$ cat config.mk
export PLATFORM = sky130hd
export DESIGN_NAME = cpu_param
export DESIGN_NICKNAME = d
export VERILOG_FILES = /design/src/rtl/cpu_param.sv
export SDC_FILE = /design/constraint.sdc
export NUM_CORES = 1
export LEC_CHECK = 0
export BUFFER_PORTS_ARGS = -buffer_cell sky130_fd_sc_hd__buf_2
export CAP_MARGIN = 30
export CORE_MARGIN = 4
export CORE_UTILIZATION = 45
export CTS_BUF_LIST = sky130_fd_sc_hd__clkbuf_8
export CTS_CLUSTER_SIZE = 16
export DETAILED_ROUTE_END_ITERATION = 8
export PLACE_DENSITY = 0.65
export RECOVER_POWER = 25
export SETUP_SLACK_MARGIN = 0.05
export SLEW_MARGIN = 25
export SYNTH_ARGS = -nofsm -noshare
export SYNTH_HDL_FRONTEND = slang
export SYNTH_SLANG_ARGS = --single-unit
$ cat constraint.sdc
create_clock -name clk -period 2.8 [get_ports clk]
set_clock_uncertainty 0.2 [all_clocks]
set_input_delay 0.28 -clock clk [delete_from_list [all_inputs] [get_ports clk]]
set_output_delay 0.28 -clock clk [all_outputs]
set_load 0.01 [all_outputs]
$ cat src/rtl/cpu_param.sv
`default_nettype none
// +--------------------------------------------------------------------------+
// | cpu_param : parametrised multicycle accumulator CPU (A/B, C/Z, UART I/O)  |
// | Optional macro CPU_JUMP_EN enables JMP/JZ/JC; otherwise they are 2-byte   |
// | NOPs. Revision: 1.0                                                       |
// +--------------------------------------------------------------------------+
module cpu_param #(
    parameter int DW      = 8,
    parameter int AW      = 9,
    parameter int RD_WAIT = 1
) (
    input  logic          clk,
    input  logic          rst,
    input  logic          start,
    input  logic [AW-1:0] startaddr,
    input  logic [DW-1:0] dread,
    output logic [AW-1:0] c_raddr,
    output logic [AW-1:0] c_waddr,
    output logic [DW-1:0] dwrite,
    output logic          write_en,
    output logic [7:0]    tx_byte,
    output logic          transmit,
    input  logic          is_transmitting,
    input  logic          received,
    input  logic [7:0]    rx_byte,
    output logic          led,
    output logic          halted
);

    typedef enum logic [3:0] {
        S_IDLE    = 4'd0,
        S_FETCH   = 4'd1,
        S_WAIT1   = 4'd2,
        S_OPLOAD  = 4'd3,
        S_DECODE  = 4'd4,
        S_WAIT2   = 4'd5,
        S_OPLOAD2 = 4'd6,
        S_DECODE2 = 4'd7,
        S_WAIT3   = 4'd8,
        S_MEMLOAD = 4'd9,
        S_OUT     = 4'd10,
        S_IN      = 4'd11
    } state_t;

    localparam logic [2:0]  WAIT_LAST1  = 3'(RD_WAIT - 1);
    localparam logic [2:0]  WAIT_LAST23 = 3'(RD_WAIT);
    localparam logic [DW:0] ALU_ONE     = (DW+1)'(1);

    state_t        state, state_n;
    logic [2:0]    wcnt;
    logic [AW-1:0] pc;
    logic [DW-1:0] a, b, operand;
    logic [7:0]    opcode;
    logic          cflag, zflag;
    logic [DW:0]   alu_sum;
    logic [AW-1:0] opaddr;
    logic          wait_st, wait_done;

    assign opaddr    = AW'(operand);
    assign wait_st   = (state == S_WAIT1) || (state == S_WAIT2) || (state == S_WAIT3);
    // Operand and data-memory reads hold one cycle longer than the opcode read.
    assign wait_done = (state == S_WAIT1) ? (wcnt == WAIT_LAST1) : (wcnt == WAIT_LAST23);

    always_comb begin
        alu_sum = {1'b0, a} + {1'b0, b};
        if (opcode == 8'h05) begin
            alu_sum = {1'b0, a} + {1'b0, ~b} + ALU_ONE;
        end
    end

    always_ff @(posedge clk) begin
        if (rst) begin
            state <= S_IDLE;
            wcnt  <= 3'd0;
        end else begin
            state <= state_n;
            wcnt  <= (wait_st && !wait_done) ? wcnt + 3'd1 : 3'd0;
        end
    end

    always_comb begin
        state_n = state;
        case (state)
            S_IDLE:    if (start) state_n = S_FETCH;
            S_FETCH:   state_n = S_WAIT1;
            S_WAIT1:   if (wait_done) state_n = S_OPLOAD;
            S_OPLOAD:  state_n = S_DECODE;
            S_DECODE: begin
                if (opcode[7]) begin
                    state_n = S_WAIT2;
                end else begin
                    case (opcode)
                        8'h00:   state_n = S_IDLE;
                        8'h01:   state_n = S_OUT;
                        8'h02:   state_n = S_IN;
                        default: state_n = S_FETCH;
                    endcase
                end
            end
            S_WAIT2:   if (wait_done) state_n = S_OPLOAD2;
            S_OPLOAD2: state_n = S_DECODE2;
            S_DECODE2: state_n = (opcode == 8'h84) ? S_WAIT3 : S_FETCH;
            S_WAIT3:   if (wait_done) state_n = S_MEMLOAD;
            S_MEMLOAD: state_n = S_FETCH;
            S_OUT:     if (!is_transmitting) state_n = S_FETCH;
            S_IN:      if (received) state_n = S_FETCH;
            default:   state_n = S_IDLE;
        endcase
    end

    always_ff @(posedge clk) begin
        if (rst) begin
            pc       <= '0;
            a        <= '0;
            b        <= '0;
            operand  <= '0;
            opcode   <= 8'h00;
            cflag    <= 1'b0;
            zflag    <= 1'b0;
            c_raddr  <= '0;
            c_waddr  <= '0;
            dwrite   <= '0;
            write_en <= 1'b0;
            tx_byte  <= 8'h00;
            transmit <= 1'b0;
            led      <= 1'b0;
            halted   <= 1'b0;
        end else begin
            write_en <= 1'b0;
            transmit <= 1'b0;
            led      <= 1'b0;
            case (state)
                S_IDLE: begin
                    if (start) begin
                        pc     <= startaddr;
                        led    <= 1'b1;
                        halted <= 1'b0;
                    end
                end
                S_FETCH: c_raddr <= pc;
                S_OPLOAD: begin
                    opcode <= dread[7:0];
                    pc     <= pc + AW'(1);
                end
                S_DECODE: begin
                    if (opcode[7]) begin
                        c_raddr <= pc;
                    end else begin
                        case (opcode)
                            8'h00: halted <= 1'b1;
                            8'h04, 8'h05: begin
                                {cflag, a} <= alu_sum;
                                zflag      <= (alu_sum[DW-1:0] == '0);
                            end
                            8'h06: b <= a;
                            default: ;
                        endcase
                    end
                end
                S_OPLOAD2: begin
                    operand <= dread;
                    pc      <= pc + AW'(1);
                end
                S_DECODE2: begin
                    case (opcode)
                        8'h80: a <= operand;
                        8'h81: b <= operand;
                        8'h84: c_raddr <= opaddr;
                        8'h88: begin
                            c_waddr  <= opaddr;
                            dwrite   <= a;
                            write_en <= 1'b1;
                        end
`ifdef CPU_JUMP_EN
                        8'h90: pc <= opaddr;
                        8'h91: if (zflag) pc <= opaddr;
                        8'h92: if (cflag) pc <= opaddr;
`endif
                        default: ;
                    endcase
                end
                S_MEMLOAD: a <= dread;
                S_OUT: begin
                    if (!is_transmitting) begin
                        tx_byte  <= a[7:0];
                        transmit <= 1'b1;
                    end
                end
                S_IN: if (received) a <= DW'(rx_byte);
                default: ;
            endcase
        end
    end

endmodule
`default_nettype wire

# Yosys cells after proc, flatten, opt, wreduce, memory -nomap -nowiden
# Index checks and enable logic that the tools add are counted.
# W data, S select, Z words.
[totals] ff_bits=85 input_bits=30 out_inout_bits=38 word_cells=120
[op_classes] add_sub_neg=5 eq_ne=35 n_mux=33 n_bitwise=6 reduce_logical=26
[ops] operator="$mux W8" n=8
[ops] operator="$pmux W4 S12" n=1
[ops] operator="$eq A8 B8 Y1 const B" n=4
[ops] operator="$mux W4" n=8
[ops] operator="$pmux W8 S4" n=1
[ops] operator="$mux W9" n=3
[ops] operator="$pmux W9 S3" n=1
[ops] operator="$eq A8 B3 Y1 const B" n=3
[ops] operator="$ne A2 B2 Y1 const B" n=11
[ops] operator="$pmux W9 S2" n=1
[ops] operator="$add A8 B8 Y8" n=2
[ops] operator="$eq A4 B3 Y1 const B" n=4
[ops] operator="$eq A4 B4 Y1 const B" n=4
[ops] operator="$pmux W8 S2" n=1
[ops] operator="$pmux W4 S3" n=1
[ops] operator="$reduce_or A2 Y1" n=6
[ops] operator="$add A9 B1 Y9 const B" n=1
[ops] operator="$add A8 B1 Y8 const B" n=1
[ops] operator="$eq A4 B2 Y1 const B" n=2
[ops] operator="$eq A8 B1 Y1 const B" n=1
[ops] operator="$eq A8 B2 Y1 const B" n=1
[ops] operator="$logic_not A8 Y1" n=1
[ops] operator="$not A8 Y8" n=1
[ops] operator="$reduce_and A4 Y1" n=2
[ops] operator="other kinds (19)" n=36

# Longest topological paths before layout
# Gate-level depths: netlist (run 1).
[logic_depth] ltp_word=7 depth_mapped=11 depth_no_buf=11

# Least setup slack after synthesis (run 1)
# Ideal clock, no wire load.
[synth_timing] path_type="reg2reg" start="register a[0]" end="register a[6]" t_arrival_ps=2019 t_required_ps=2499 slack_ps=480 stages_incl_launch_ff=12 path_buffers=0 cell_sequence="dfxtp_1 > inv_1 > ha_1 > inv_1 > fa_1 > a21o_1 > a21oi_1 > o21bai_1 > a211oi_1 > a21oi_1 > xnor2_1 > o41ai_1"
[synth_between] elab_chain_cells=6 word_cells_on_any_way=7 cone_classes="3 x add/sub; 4 x mux"
[synth_lines] element="start, declared" line_no="52" text="logic [DW-1:0] a, b, operand;"
[synth_lines] element="start signal, assigned" line_no="152" text="{cflag, a} <= alu_sum;"
[synth_lines] element="start signal, assigned" line_no="166" text="8'h80: a <= operand;"
[synth_lines] element="start signal, assigned" line_no="182" text="S_MEMLOAD: a <= dread;"
[synth_lines] element="$add A8 B8 Y8" line_no="67" text="alu_sum = {1'b0, a} + {1'b0, ~b} + ALU_ONE;"
[synth_lines] element="$add A8 B1 Y8" line_no="67"
[synth_lines] element="$mux W8 (*)" line_no="66" text="if (opcode == 8'h05) begin"
[synth_lines] element="$mux W8 (*)" line_no="149" text="case (opcode)"
[synth_lines] element="$mux W8 (*)" line_no="146" text="if (opcode[7]) begin"
[synth_lines] element="$pmux W8 S4 (*)" line_no="132" text="case (state)"
# Mark *: on every way between the ends. The rest lies on a longest branch, timed or not. The select of a mux whose other input is x is not followed.
# A chain may end at the register's enable or synchronous reset.

# Final worst setup path (run 1)
[layout_timing] start="register a[2]" end="register a[5]"
# Same word-level chain as after synthesis.

==> results of run 1 <==
-- cells by family (layout without fill, tap and decap cells) --
| group | Yosys count | in the layout | synth area share, % |
|---|---|---|---|
| AOI/OAI and AO/OA | 164 | 164 | 23.8 |
| xor gates and xnor gates | 9 | 9 | 1.74 |
| adders and majority gates | 20 | 20 | 5.85 |
| buffers and inverters | 56 | 140 | 5.30 |
| DFF | 85 | 85 | 37.5 |
| muxes | 12 | 12 | 2.65 |
| other | 1 | 1 | 0.0827 |
| and+or+nand+nor | 224 | 224 | 23.1 |
-- timing repair --
action,CTS,global route
hold endpoints to repair,19,0
gates resized for setup,0,1
hold buffers,11,0
endpoints found under the setup margin,0,8
-- state kept, by name, indices dropped and copies added (netlist names), 3 cells and up --
register	flops
c_waddr	8
pc	9
opcode	8
tx_byte	8
a	8
c_raddr	9
state	4
operand	8
b	8
wcnt	3
dwrite	8
-- final timing paths --
kind                                 from        end  cells past startpoint
worst max-delay path                 a[2]       a[5]                      8
worst min-delay path                start        led                      3
worst max register to register       a[2]       a[5]                      8
worst min register to register  dwrite[4]  dwrite[4]                      2
-- layout by cell type, fill, tap and decap left out, drive strengths merged, types with 3 or more instances in the layout --
cell type / instances
a22oi: 5
mux2i: 12
nor4: 3
inv: 27
dfxtp: 85
nor2: 53
a21oi: 68
nand3: 13
buf: 60
o21bai: 3
and2: 9
nand3b: 3
dlygate4sd3: 11
a311oi: 4
a31oi: 5
nor3: 10
and3: 6
ha: 18
nand4: 4
a211oi: 23
clkbuf: 39
nand2: 103
xnor2: 8
a221oi: 10
o21ai: 22
nand2b: 5
nor2b: 7
o211ai: 5
-- cell type report --
type,instances,area (um2)
fillers,969,4440
clock inverters,7,75.1
clock buffers,9,124
repair buffers,101,583
well taps,133,166
multi-input cells,430,2600
flip-flops and latches,85,1700
inverters,23,86.3
-- tightest hold or removal path, cell delays in order --
cell and delay [ps]:
buf_2 110, nand3_1 100, nor2_1 50
-- per-stage QoR --
stage                     instances  hold slack, ps  total power, mW
final                           788            21.7             3.06
after global routing            788            26.0             3.23
after global placement          761             238             2.18
after detailed placement        761             246             2.19
after CTS                       788            3.60             3.08
after floorplan                 571             216             1.95
-- routing by layer --
metal	vias to the layer above	wire length, um
met5	-	0
met4	0	380
met3	28	749
met2	162	6210
met1	2105	5720
li1	2172	-
-- power by group through the flow --
stage                     combinational [mW]  sequential [mW]  clock [mW]
after global routing                   0.835             1.45       0.951
after CTS                              0.756             1.43       0.895
after floorplan                        0.525             1.43           0
after global placement                 0.728             1.45           0
after detailed placement               0.740             1.45           0
final                                  0.752             1.43       0.882
==> results.sh, run 1 <==
export IMPL_crit_path_end_kind="flip-flop"
export IMPL_grt_busiest_layer="met2"
export IMPL_internal_power_mw=1.97
export IMPL_met1_usage_pct=29.4
export IMPL_rrSetupSlack_ps=260
export IMPL_rsz0062_at_grt="no"
export IMPL_combPwrFrac_pct=24.5
export IMPL_numCtsBuffers=9
export IMPL_drt_initial_drc_count=373
export IMPL_synth_edf_count=0
export IMPL_netSwitchingPower_mw=1.09
export IMPL_swShare_pct=35.6
export IMPL_viasPerCell=5.67
export IMPL_tns_ps=0
export IMPL_cp_start_kind="flip-flop"
export IMPL_ios=68
export IMPL_clk_latency_ps=370
export IMPL_worstPathMaxFanout=7
export IMPL_hold_viol_final=0
export IMPL_first_pass_iters=5
export IMPL_ctsLongestPathBuffers=2
export IMPL_cts_tree="yes"
export IMPL_synth_seq_cells=85
export IMPL_fmax_ghz=0.393
export IMPL_synthCells=571
export IMPL_synth_most_common_cell="nand2_1"
export IMPL_ys_async_sr_fraction_pct=0
export IMPL_place_gp_congestion=0.953
export IMPL_num_rows=36
export IMPL_use_met2_pct=37.7
export IMPL_clock_sinks=85
export IMPL_root_buffer="clkbuf_8"
export IMPL_hpwl_um=9920
export IMPL_drc=0
export IMPL_synth_warning_count=0
export IMPL_post_cts_setup_buffer_count=0
export IMPL_fp_dieW_um=108
export IMPL_synth_fp_nets=621
export IMPL_final_core_util_pct=54.6
export IMPL_slowest_delay_ps=520
export IMPL_drv_cap=0
export IMPL_p_clk_share_pct=28.8
export IMPL_grt_pass1_vias=4242
export IMPL_core_um2=9770
export IMPL_nets=700
export IMPL_cellPowerDensity_nw_per_um2=574
export IMPL_synth_seq_area_share_pct=37.5
export IMPL_syn_area_um2=4530
export IMPL_cp_arrival_ps=2650
export IMPL_vdd_drop_max_mv=0.423
export IMPL_finalCritPeriodShare_pct=90.8
export IMPL_vias=4467
export IMPL_cp_top_family="compound AO/OA/AOI/OAI gates"
export IMPL_antenna_found_initial=0
export IMPL_setup_viol=0
export IMPL_period_needed_ps=2540
export IMPL_path_cells="ha_1, or3b_2, a31oi_1, nor3_1, o21ai_0, xnor2_1, o21a_1, a21oi_1"
export IMPL_path_class="reg -> reg"
export IMPL_grt_met3_usage_pct=3.64
export IMPL_hold_class="in -> reg"
export IMPL_cts_max_level=3
export IMPL_place_ws_ps=295
export IMPL_diodes=0
export IMPL_status="finished clean"
export IMPL_ys_top_cells_by_area="dfxtp_1, nand2_1, a21oi_1, ha_1, nor2_1"
export IMPL_syn_to_final_growth_pct=17.7
export IMPL_maxSlewHeadroom_pct=58.0
export IMPL_clk_pin_slew_worst_paths_ps=100
export IMPL_yosysUniqueCellTypes=64
export IMPL_grt_usage_pct=22.7
export IMPL_worst_slew_pin_slew_ps=628
export IMPL_post_route_cell_area_um2=5340
export IMPL_wl_per_cell_um=16.6
export IMPL_synth_ff_type="dfxtp_1"
export IMPL_port_buffers=66
export IMPL_report_final_slew_viol_count=0
export IMPL_initial_core_util_pct=46.4
export IMPL_place_area_um2=5060
export IMPL_worst_path_buf_inv=0
export IMPL_drive_above_1_share_pct=14.0
export IMPL_overflow=0
export IMPL_dieHeight_um=108
export IMPL_syn_area_per_cell_um2=7.94
export IMPL_layout_setup_ws_ps=257
export IMPL_p_seq_share_pct=46.7
export IMPL_grt_pass1_wl_um=21000
export IMPL_p_leak_nw=1.94
export IMPL_synth_common_cells="nand2_1, dfxtp_1, a21oi_1, nor2_1, inv_1"
export IMPL_yosys_area_top_type="dfxtp_1"
export IMPL_synth_top_area_share_pct=37.5
export IMPL_worstPathRequired_ps=2900
export IMPL_grt_max_degree=30
export IMPL_crit_path_top_delay_cell="or3b_2"
export IMPL_drt_total_wl_um=13100
export IMPL_die_area_um2=11700
export IMPL_ant_nets=0
Note: power is estimated with default switching activity, not from simulation.
==> inputs of run 2 (changes only) <==
--- a/config.mk
+++ b/config.mk
@@ -6,13 +6,12 @@
 export NUM_CORES = 1
 export LEC_CHECK = 0
 export BUFFER_PORTS_ARGS = -buffer_cell sky130_fd_sc_hd__buf_2
-export CAP_MARGIN = 30
 export CORE_MARGIN = 4
 export CORE_UTILIZATION = 45
-export CTS_BUF_LIST = sky130_fd_sc_hd__clkbuf_8
+export CTS_BUF_LIST = sky130_fd_sc_hd__clkbuf_8 sky130_fd_sc_hd__clkbuf_16
 export CTS_CLUSTER_SIZE = 16
 export DETAILED_ROUTE_END_ITERATION = 8
-export PLACE_DENSITY = 0.65
+export PLACE_DENSITY = 0.68
 export RECOVER_POWER = 25
 export SETUP_SLACK_MARGIN = 0.05
 export SLEW_MARGIN = 25
==> run 2 against run 1 <==
- first-iteration DRC count decreased by 13%
- clock power decreased by 1%
- final area increased by 0.40%
- setup slack improved by 33 ps
- sequential power about the same
- sequential cell count unchanged
- utilization increased by 0.22 points
- die area unchanged
==> results.sh, run 2 (synthesis gave the netlist of run 1 again) <==
export IMPL_cp_top_family="compound AO/OA/AOI/OAI gates"
export IMPL_slowest_delay_ps=390
export IMPL_cts_resized=0
export IMPL_regToRegStartpoint="a[0]"
export IMPL_place_gp_congestion=0.920
export IMPL_drive_above_1_share_pct=14.2
export IMPL_worst_r2r_endpoint="a[6]"
export IMPL_final_core_util_pct=54.8
export IMPL_regArea_um2=1700
export IMPL_root_buffer="clkbuf_8"
export IMPL_setup_viol=0
export IMPL_internal_power_mw=1.98
export IMPL_drc=0
export IMPL_drt_total_wl_um=12800
export IMPL_report_final_slew_viol_count=0
export IMPL_drt_initial_drc_count=324
export IMPL_ctsLongestPathBuffers=2
export IMPL_path_class="reg -> reg"
export IMPL_finalCritPeriodShare_pct=89.6
export IMPL_top_regs="c_raddr x9, pc x9"
export IMPL_diodes=0
export IMPL_clock_sinks=85
export IMPL_worstPathRequired_ps=2870
export IMPL_vdd_drop_max_mv=0.351
export IMPL_ios=68
export IMPL_worst_slew_pin_slew_ps=609
export IMPL_fillerInstances=969
export IMPL_cts_max_level=3
export IMPL_grt_pass1_vias=4063
export IMPL_multi_input_area_um2=2600
export IMPL_layout_common_cells="nand2_1, dfxtp_1, a21oi_1"
export IMPL_ff2ff_path_depth=11
export IMPL_rrSetupSlack_ps=290
export IMPL_viasPerCell=5.60
export IMPL_cp_startpoint="a[0]"
export IMPL_cp_arrival_ps=2580
export IMPL_dieHeight_um=108
export IMPL_overflow=0
export IMPL_period_needed_ps=2510
export IMPL_crit_end="a[6]"
export IMPL_hpwl_um=9560
export IMPL_worst_path_buf_inv=2
export IMPL_cp_start_kind="flip-flop"
export IMPL_post_route_cell_area_um2=5360
export IMPL_p_seq_share_pct=46.5
export IMPL_path_cells="inv_1, ha_1, inv_1, fa_1, a21o_1, a21oi_1, o21bai_1, a211oi_1, a21oi_1, xnor2_1, o41ai_1"
export IMPL_fmax_ghz=0.398
export IMPL_tns_ps=0
export IMPL_maxSlewHeadroom_pct=59.3
export IMPL_status="finished clean"
export IMPL_core_um2=9770
export IMPL_nets=701
export IMPL_swShare_pct=35.3
export IMPL_die_area_um2=11700
export IMPL_hold_viol_final=0
export IMPL_grt_max_degree=66
export IMPL_clk_latency_ps=370
export IMPL_port_buffers=66
export IMPL_syn_to_final_growth_pct=18.2
export IMPL_hold_class="in -> reg"
export IMPL_fp_dieW_um=108
export IMPL_crit_path_end_kind="flip-flop"
export IMPL_drv_cap=0
export IMPL_p_leak_nw=1.95
export IMPL_p_clk_share_pct=28.5
export IMPL_netSwitchingPower_mw=1.08
export IMPL_antenna_found_initial=0
export IMPL_crit_path_top_delay_cell="dfxtp_1"
export IMPL_numCtsBuffers=9
export IMPL_initial_core_util_pct=46.4
export IMPL_crit_cells=11
export IMPL_cts_tree="yes"
export IMPL_num_rows=36
export IMPL_worstPathMaxFanout=6
export IMPL_ant_nets=0
export IMPL_rsz0062_at_grt="no"
export IMPL_wl_per_cell_um=16.2
export IMPL_grt_pass1_wl_um=20300
export IMPL_final_common_cell="nand2_1"
export IMPL_place_area_um2=5090
export IMPL_cellPowerDensity_nw_per_um2=571
export IMPL_clk_pin_slew_worst_paths_ps=100
export IMPL_combPwrFrac_pct=25.1
export IMPL_grt_usage_pct=21.9
export IMPL_vias=4422
export IMPL_first_pass_iters=5
[run 2: final cells by class]
cell class	instances	area share [%]
Clock buffer	9	2.31
Clock inverter	7	1.49
Inverter	23	1.61
Multi-Input combinational cell	430	48.5
Sequential cell	85	31.8
Tap cell	133	3.11
Timing Repair Buffer	102	11.2
[run 2: worst min path at each step]
stage	start	endpoint	cells past startpoint
finish	start	led	3
floorplan	dread[0]	operand[0]	2
detailed placement	dwrite[4]	dwrite[4]	2
global placement	dwrite[2]	dwrite[2]	2
global route	start	led	3
CTS	start	led	3
[run 2: through the flow]
step / setup slack [ps] / power, mW / hold slack [ps] / cells
after detailed placement: 325 / 2.20 / 244 / 763
final: 290 / 3.06 / 57.2 / 789
after CTS: 295 / 3.07 / 41.1 / 789
after floorplan: 480 / 1.95 / 216 / 571
after global routing: 90.5 / 3.22 / 56.3 / 789
after global placement: 384 / 2.18 / 239 / 763
[run 2: worst register-to-register path, stage by stage, from the launching register on]
cell and delay [ps]:
dfxtp_1 390, inv_1 80, ha_1 160, inv_1 60
fa_1 370, a21o_1 170, a21oi_1 180, o21bai_1 80
a211oi_1 240, a21oi_1 80, xnor2_1 130, o41ai_1 280
[run 2: timing repair]
item                      in CTS  in global routing
setup buffers                  0                  0
hold endpoints to repair      18                  0
hold buffers                  10                  0
[run 2: per-layer routing]
| layer | track usage (%) | routed length, um |
|---|---|---|
| met4 | 5.32 | 187 |
| met3 | 4.42 | 725 |
| met5 | 0 | 0 |
| met2 | 36.5 | 6160 |
| met1 | 29.2 | 5720 |
[run 2: power groups by stage]
stage / logic [mW] / clock network, mW / registers [mW]
final: 0.767 / 0.871 / 1.42
after global routing: 0.856 / 0.928 / 1.44
after CTS: 0.771 / 0.880 / 1.42
after detailed placement: 0.757 / 0 / 1.45
after global placement: 0.743 / 0 / 1.44
after floorplan: 0.525 / 0 / 1.43
